===== config.mk =====
export PLATFORM = sky130hd
export DESIGN_NAME = logic_op_issue
export DESIGN_NICKNAME = d
export VERILOG_FILES = /design/src/rtl/logic_pkg.sv /design/src/rtl/logic_cmd_fifo.sv /design/src/rtl/logic_op_issue.sv
export SDC_FILE = /design/constraint.sdc
export NUM_CORES = 1
export LEC_CHECK = 0
export ABC_AREA = 1
export BUFFER_PORTS_ARGS = -buffer_cell sky130_fd_sc_hd__buf_2
export CAP_MARGIN = 20
export CORE_MARGIN = 4
export CORE_UTILIZATION = 40
export CTS_CLUSTER_DIAMETER = 30
export DETAILED_ROUTE_END_ITERATION = 8
export PLACE_DENSITY_LB_ADDON = 0.3
export SLEW_MARGIN = 0
export SYNTH_ARGS = -nofsm -noshare
export SYNTH_HDL_FRONTEND = slang
export SYNTH_SLANG_ARGS = --single-unit

===== constraint.sdc =====
create_clock -name clk -period 1.8 [get_ports clk]
set_input_delay 0.18 -clock clk [delete_from_list [all_inputs] [get_ports clk]]
set_output_delay 0.18 -clock clk [all_outputs]
set_load 0.05 [all_outputs]

===== src/rtl/logic_pkg.sv =====
// Shared opcodes, command packing helpers and slot state for the logic issue stage.
package logic_pkg;

  localparam logic [1:0] OP_AND   = 2'b00;
  localparam logic [1:0] OP_OR    = 2'b01;
  localparam logic [1:0] OP_XOR   = 2'b10;
  localparam logic [1:0] OP_NOT_A = 2'b11;

  typedef enum logic {
    S_IDLE = 1'b0,
    S_HOLD = 1'b1
  } slot_state_e;

  function automatic int cmd_w(input int n);
    return 2 * n + 2;
  endfunction

endpackage


===== src/rtl/logic_cmd_fifo.sv =====
// DEPTH x W synchronous command FIFO with count, full and empty flags.
module logic_cmd_fifo #(
  parameter int W     = 10,
  parameter int DEPTH = 2
) (
  input  logic         clk,
  input  logic         rst,
  input  logic         push,
  input  logic         pop,
  input  logic [W-1:0] wdata,
  output logic [W-1:0] rdata,
  output logic         full,
  output logic         empty
);

  localparam int PW = (DEPTH > 1) ? $clog2(DEPTH) : 1;
  localparam int CW = $clog2(DEPTH + 1);

  logic [W-1:0]  mem_q [DEPTH];
  logic [PW-1:0] rd_ptr_q, rd_ptr_d;
  logic [PW-1:0] wr_ptr_q, wr_ptr_d;
  logic [CW-1:0] count_q, count_d;

  assign full  = (count_q == CW'(DEPTH));
  assign empty = (count_q == '0);
  assign rdata = mem_q[rd_ptr_q];

  // Pointers wrap naturally because DEPTH is a power of two.
  always_comb begin
    rd_ptr_d = rd_ptr_q;
    wr_ptr_d = wr_ptr_q;
    count_d  = count_q;
    if (push) wr_ptr_d = wr_ptr_q + PW'(1);
    if (pop)  rd_ptr_d = rd_ptr_q + PW'(1);
    unique case ({push, pop})
      2'b10:   count_d = count_q + CW'(1);
      2'b01:   count_d = count_q - CW'(1);
      default: count_d = count_q;
    endcase
  end

  always_ff @(posedge clk or posedge rst) begin
    if (rst) begin
      rd_ptr_q <= '0;
      wr_ptr_q <= '0;
      count_q  <= '0;
    end else begin
      rd_ptr_q <= rd_ptr_d;
      wr_ptr_q <= wr_ptr_d;
      count_q  <= count_d;
    end
  end

  always_ff @(posedge clk) begin
    if (push) mem_q[wr_ptr_q] <= wdata;
  end

endmodule


===== src/rtl/logic_op_issue.sv =====
// Issue/retire stage around logic_module: command FIFO, issue mux, result slot.
// Optional retired-op counter enabled by LOGIC_ISSUE_STATS_EN.
module logic_op_issue
  import logic_pkg::*;
#(
  parameter int N     = 4,
  parameter int DEPTH = 2,
  parameter int CNT_W = 8
) (
  input  logic             clk,
  input  logic             rst,
  input  logic             in_valid,
  output logic             in_ready,
  input  logic [N-1:0]     in_a,
  input  logic [N-1:0]     in_b,
  input  logic [1:0]       in_select,
  output logic [N-1:0]     lgc_a,
  output logic [N-1:0]     lgc_b,
  output logic [1:0]       lgc_select,
  input  logic [N-1:0]     lgc_result,
  output logic             out_valid,
  input  logic             out_ready,
  output logic [N-1:0]     out_result,
`ifdef LOGIC_ISSUE_STATS_EN
  output logic [CNT_W-1:0] op_count,
`endif
  output logic [1:0]       out_select
);

  localparam int CMD_W = cmd_w(N);

  logic [CMD_W-1:0] head;
  logic             full;
  logic             empty;
  logic             push;
  logic             pop;
  logic             hs;
  logic [N-1:0]     head_a;
  logic [N-1:0]     head_b;
  logic [1:0]       head_sel;

  slot_state_e      state_q;
  logic             out_valid_q;
  logic [N-1:0]     out_result_q;
  logic [1:0]       out_select_q;

  assign in_ready = !full;
  assign push     = in_valid && in_ready;
  assign pop      = !empty && (!out_valid_q || out_ready);
  assign hs       = out_valid_q && out_ready;

  assign {head_sel, head_a, head_b} = head;

  logic_cmd_fifo #(
    .W     (CMD_W),
    .DEPTH (DEPTH)
  ) u_fifo (
    .clk   (clk),
    .rst   (rst),
    .push  (push),
    .pop   (pop),
    .wdata ({in_select, in_a, in_b}),
    .rdata (head),
    .full  (full),
    .empty (empty)
  );

  assign lgc_a      = empty ? '0 : head_a;
  assign lgc_b      = empty ? '0 : head_b;
  assign lgc_select = empty ? '0 : head_sel;

  // A pop while HOLD refills the slot in the same cycle it retires.
  always_ff @(posedge clk or posedge rst) begin
    if (rst) begin
      state_q      <= S_IDLE;
      out_valid_q  <= 1'b0;
      out_result_q <= '0;
      out_select_q <= '0;
    end else begin
      if (pop) begin
        out_result_q <= lgc_result;
        out_select_q <= head_sel;
      end
      unique case (state_q)
        S_IDLE: begin
          if (pop) begin
            state_q     <= S_HOLD;
            out_valid_q <= 1'b1;
          end
        end
        S_HOLD: begin
          if (!pop && out_ready) begin
            state_q     <= S_IDLE;
            out_valid_q <= 1'b0;
          end
        end
        default: begin
          state_q     <= S_IDLE;
          out_valid_q <= 1'b0;
        end
      endcase
    end
  end

  assign out_valid  = out_valid_q;
  assign out_result = out_result_q;
  assign out_select = out_select_q;

`ifdef LOGIC_ISSUE_STATS_EN
  logic [CNT_W-1:0] op_count_q, op_count_d;

  always_comb begin
    op_count_d = op_count_q;
    if (hs && (op_count_q != '1)) op_count_d = op_count_q + CNT_W'(1);
  end

  always_ff @(posedge clk or posedge rst) begin
    if (rst) op_count_q <= '0;
    else     op_count_q <= op_count_d;
  end

  assign op_count = op_count_q;
`else
  logic unused_hs;
  assign unused_hs = hs;
`endif

endmodule


### Yosys cells after proc, flatten, opt, wreduce, memory -nomap -nowiden

Memories as Yosys holds them, arrays and structs flattened.
Cells that the tools add are included.

* add/subtract/negate cells: 4
* equality and inequality tests: 5
* multiplexer cells: 12
* bitwise gates (word level): 1
* reductions and logical operators: 11

Operators with widths (count)
* $mux W4: 2
* $mux W1: 6
* $eq A2 B2 Y1 const B: 2
* $logic_not A1 Y1: 4
* $pmux W1 S2: 2
* $pmux W2 S2: 1
* $logic_and A1 B1 Y1: 3
* $add A1 B1 Y1 const B: 2
* $add A2 B1 Y2 const B: 1
* $eq A2 B1 Y1 const B: 1
* $logic_not A2 Y1: 1
* $mux W2: 1
* $ne A2 B1 Y1 const B: 1
* $ne A2 B2 Y1 const B: 1
* $reduce_and A2 Y1: 1
* $reduce_bool A2 Y1: 1
* $sub A2 B1 Y2 const B: 1
* $logic_or A1 B1 Y1: 1
* $not A1 Y1: 1

* register bits: 12
* RAM bits: 20
* input port bits: 18
* memories: 1

Memory list
* u_fifo.mem_q: words 2, width 10, rd ports 1, clocked after Yosys merged registers in 0, write ports 1, line logic_cmd_fifo.sv:19 `logic [W-1:0] mem_q [DEPTH];`

### Depth between registers and ports, before layout

* depth in word-level cells: 7
* depth in mapped cells: 9
* mapped depth without buffers: 9

### By module

From an unflattened synthesis, not the netlist that was laid out.

* cell total of the unflattened synthesis: 138
* area total of the unflattened synthesis: 1400.1 um^2

By module, submodules not included
* logic_cmd_fifo: instances 1, cells each 77, area an instance 952.2 um^2, sequential area each 700.7 um^2
* logic_op_issue: instances 1, cells each 61, area an instance 447.9 um^2, sequential area each 200.2 um^2

### Least setup slack after synthesis

Ideal clock, no wire load.

* path kind: flip-flop to flip-flop
* start point: reg u_fifo.count_q[0]
* end point: mem u_fifo.mem_q[1][0] (enable)
* setup time: 0.376 ns
* arrival time: 1.336 ns
* path slack: 0.088 ns
* cell stages (with the launch flop): 5
* path buffers: 0
* cell sequence: dfrtp_1 -> inv_1 -> nand2_2 -> nand2_1 -> nor2_1

* cells in the longest elaborated chain, start to end: 5

Ends and longest elaborated chain
* from (decl): line logic_cmd_fifo.sv:22 `logic [CW-1:0] count_q, count_d;`
* from (signal assigned): line logic_cmd_fifo.sv:50 `count_q <= count_d;`
* $eq A2 B2 Y1: line logic_cmd_fifo.sv:24 `assign full = (count_q == CW'(DEPTH));`
* $logic_not A1 Y1: line logic_op_issue.sv:47 `assign in_ready = !full;`
* named net in_ready: line logic_op_issue.sv:13 `output logic in_ready,`
* $logic_and A1 B1 Y1: line logic_op_issue.sv:48 `assign push = in_valid && in_ready;`
* $mux W1: line logic_cmd_fifo.sv:55 `if (push) mem_q[wr_ptr_q] <= wdata;`
* $mux W1 (not written as such): line logic_cmd_fifo.sv:55
* to (decl): line logic_cmd_fifo.sv:19

The timed path passes the listed nets, and every way through them passes these cells.

### Worst setup path in the final report

* start point: reg u_fifo.count_q[1]
* end point: out lgc_a[0]

* cells in the longest elaborated chain, start to end: 2

Ends and longest elaborated chain
* $logic_not A2 Y1: line logic_cmd_fifo.sv:25 `assign empty = (count_q == '0);`
* $mux W4: line logic_op_issue.sv:68 `assign lgc_a = empty ? '0 : head_a;`
* to (decl): line logic_op_issue.sv:17 `output logic [N-1:0] lgc_a,`

Every way passes these cells.

==> results.yml <==
synthesis:
  synth-seq-cells: 32
  syn_area_um2: 1300
  ys_async_sr_fraction_pct: 37.5
  yosys.area.top_type_share_pct: 46.1
  synth_ff_type: "edfxtp_1"
  synth_area_leaders: "edfxtp_1, dfrtp_1, nand2_1"
  seq_area_frac_synth_pct: 69.1
  synth_area_per_cell_um2: 10.6
  netlist_top_cells_count: "nand2_1, edfxtp_1, dfrtp_1"
  synthesis.nets: 142
  yosys.area.top_type: "edfxtp_1"
  syn_inst: 123
  yosysMostFrequentCell: "nand2_1"
  synth_cell_types: 17
  ys_warn_count: 0
  synth_edf_count: 20
critical_path:
  startpoint_type: "register"
  cp-end-kind: "output pin"
  r2r_slack_ps: 370
  required_ps: 1620
  ff2ff_path_depth: 8
  cp.arrival_ps: 1460
  r2r-end: "u_fifo.count_q[1]$_DFFE_PP0P_"
  critical_path_class: "register to output pin"
  r2r_start: "u_fifo.count_q[0]$_DFFE_PP0P_"
  crit_fanout: 11
grt:
  grt_max_degree: 13
  antenna_found_initial: 0
  grt_overflow_total: 0
  grt_pass1_vias: 939
  grt_pass1_wl_um: 4310
  track_usage_pct: 13.8
layout:
  drive_above_1_share_pct: 30.5
  antennaDiodeCount: 0
  design_area_um2: 1630
  nets: 185
  syn_to_final_growth_pct: 25.0
sta:
  clock-skew-final_ps: 6.03
  rsz0062_at_grt: "false"
  finalSetupTns_ps: 0
  finalWorstSetupSlack_ps: 165
  worst_pin_slew_ps: 461
  max_freq_mhz: 612
  finalMaxSlewViolations: 0
  timing.final.crit_period_ps: 1640
  hold_violations: 0
  setup_violations: 0
  period_share_pct: 90.8
  slew_headroom_pct: 69.3
detailed_routing:
  dr.pass1.iters: 4
  drtAntennaViolNets: 0
  vias: 952
  drtIter0Drc: 34
  viasPerCell: 4.51
  drcViolationCount: 0
  wl_per_cell_um: 12.1
  wl_um: 2560
die:
  die_y_um: 65.1
  core_area_um2: 3080
  start_util_pct: 42.4
  rows: 20
  die_w_um: 65.1
  die-area_um2: 4240
  ios: 36
clock_network:
  cts_root_buffer: "clkbuf_4"
  cts_num_sinks: 32
  cts_tree: "yes"
  cts_buffer_depth: 2
  cts_made_buffers: 5
  clk_pin_slew_ps: 100
  htree_levels: 2
  clock_latency_ps: 330
worst_hold_path:
  min_to: "u_fifo.mem_q[1][3]$_DFFE_PP_"
  hp-class: "input pin to register"
  worst_hold_path.num_cells: 1
  min_from: "in_b[3]"
placed_design:
  pre_cts_ws_ps: 355
  hpwl_um: 1820
  port_buffers: 35
  postPlaceCellArea_um2: 1540
  place.gp.congestion: 0.818
outcome:
  status: "completed"
job:
  maxCapViolations: 0
[flip-flops by register name (all words and copies together), names as in the netlist]
signal,cells
u_fifo.mem_q,20
out_result,4
out_select,2
u_fifo.count_q,2
out_valid,1
state_q,1
u_fifo.rd_ptr_q,1
u_fifo.wr_ptr_q,1
[cell usage in the layout, fill, tap and decap left out]
master / netlist / routed
nand2_1: 52 / 52
buf_2: 2 / 35
edfxtp_1: 20 / 20
dfrtp_1: 12 / 12
inv_1: 11 / 10
a21oi_1: 10 / 10
clkbuf_4: 0 / 5
buf_4: 1 / 3
nor2_4: 2 / 2
nor2_1: 2 / 2
nand2_2: 2 / 2
nand3_1: 2 / 2
o21ai_0: 2 / 2
clkinvlp_4: 0 / 1
inv_2: 1 / 1
nand4_1: 1 / 1
o21ai_1: 1 / 1
xnor2_1: 1 / 1
ha_1: 1 / 1
bufinv_16: 0 / 1
clkinv_2: 0 / 1
clkbuf_1: 0 / 1
dlygate4sd3_1: 0 / 1
[worst max path at each step]
stage / slack [ps] / startpoint / end
3_3_place_gp: 400 / u_fifo.rd_ptr_q$_DFFE_PP0P_ / lgc_select[1]
5_1_grt: 50 / u_fifo.count_q[1]$_DFFE_PP0P_ / lgc_b[0]
6_report: 160 / u_fifo.count_q[1]$_DFFE_PP0P_ / lgc_a[0]
2_1_floorplan: 90 / u_fifo.count_q[0]$_DFFE_PP0P_ / u_fifo.mem_q[1][0]$_DFFE_PP_
4_1_cts: 30 / u_fifo.rd_ptr_q$_DFFE_PP0P_ / lgc_select[1]
3_5_place_dp: 360 / u_fifo.count_q[0]$_DFFE_PP0P_ / u_fifo.count_q[1]$_DFFE_PP0P_
[worst max-delay path, stage by stage, from the launching register on]
cell and delay (ps):
dfrtp_1 440, nor2_4 70, buf_4 180, a21oi_1 150
buf_2 290
[kinds of logic after synthesis]
| family | count (synthesis) | synth area share [%] |
|---|---|---|
| XOR/XNOR | 1 | 0.672 |
| buffers and inverters | 15 | 4.80 |
| adder cells (fa/ha/maj) | 1 | 0.960 |
| flip-flops | 32 | 69.1 |
| AND/OR/NAND/NOR | 61 | 19.5 |
| AO/OA/AOI/OAI | 13 | 4.99 |
[area by class of cell]
cell class / instances / area [um^2]
Multi-Input combinational cell: 76 / 340
Fill cell: 274 / 1450
Tap cell: 44 / 55.1
Inverter: 12 / 48.8
Sequential cell: 32 / 901
Clock inverter: 2 / 35.0
Timing Repair Buffer: 39 / 208
Clock buffer: 6 / 41.3
[stage by stage]
stage | cells | hold WS [ps] | util (%)
2_1_floorplan | 123 | 44.7 | -
3_3_place_gp | 202 | 199 | 50.0
3_5_place_dp | 202 | 213 | 50.0
4_1_cts | 211 | 17.4 | 52.8
5_1_grt | 211 | 10.3 | 52.9
6_report | 211 | 33.5 | 52.9
[per-layer routing]
| layer | share of wire (%) | track usage [%] | vias to the layer above |
|---|---|---|---|
| met4 | 2.1 | 7.77 | 0 |
| met2 | 49 | 23.2 | 27 |
| met3 | 6.2 | 4.27 | 5 |
| li1 | - | - | 486 |
| met1 | 43 | 15.3 | 434 |
| met5 | 0 | 0 | - |
[repair_timing]
action | CTS | global route
hold buffers | 1 | 0
hold endpoints to repair | 12 | 0
endpoints found under the setup margin | 0 | 7
buffers inserted | 0 | 0
gates resized for setup | 0 | 1
Power is left out: the tool's default activity adds up to more than one toggle a clock period on the data nets, which glitch-free logic cannot reach.
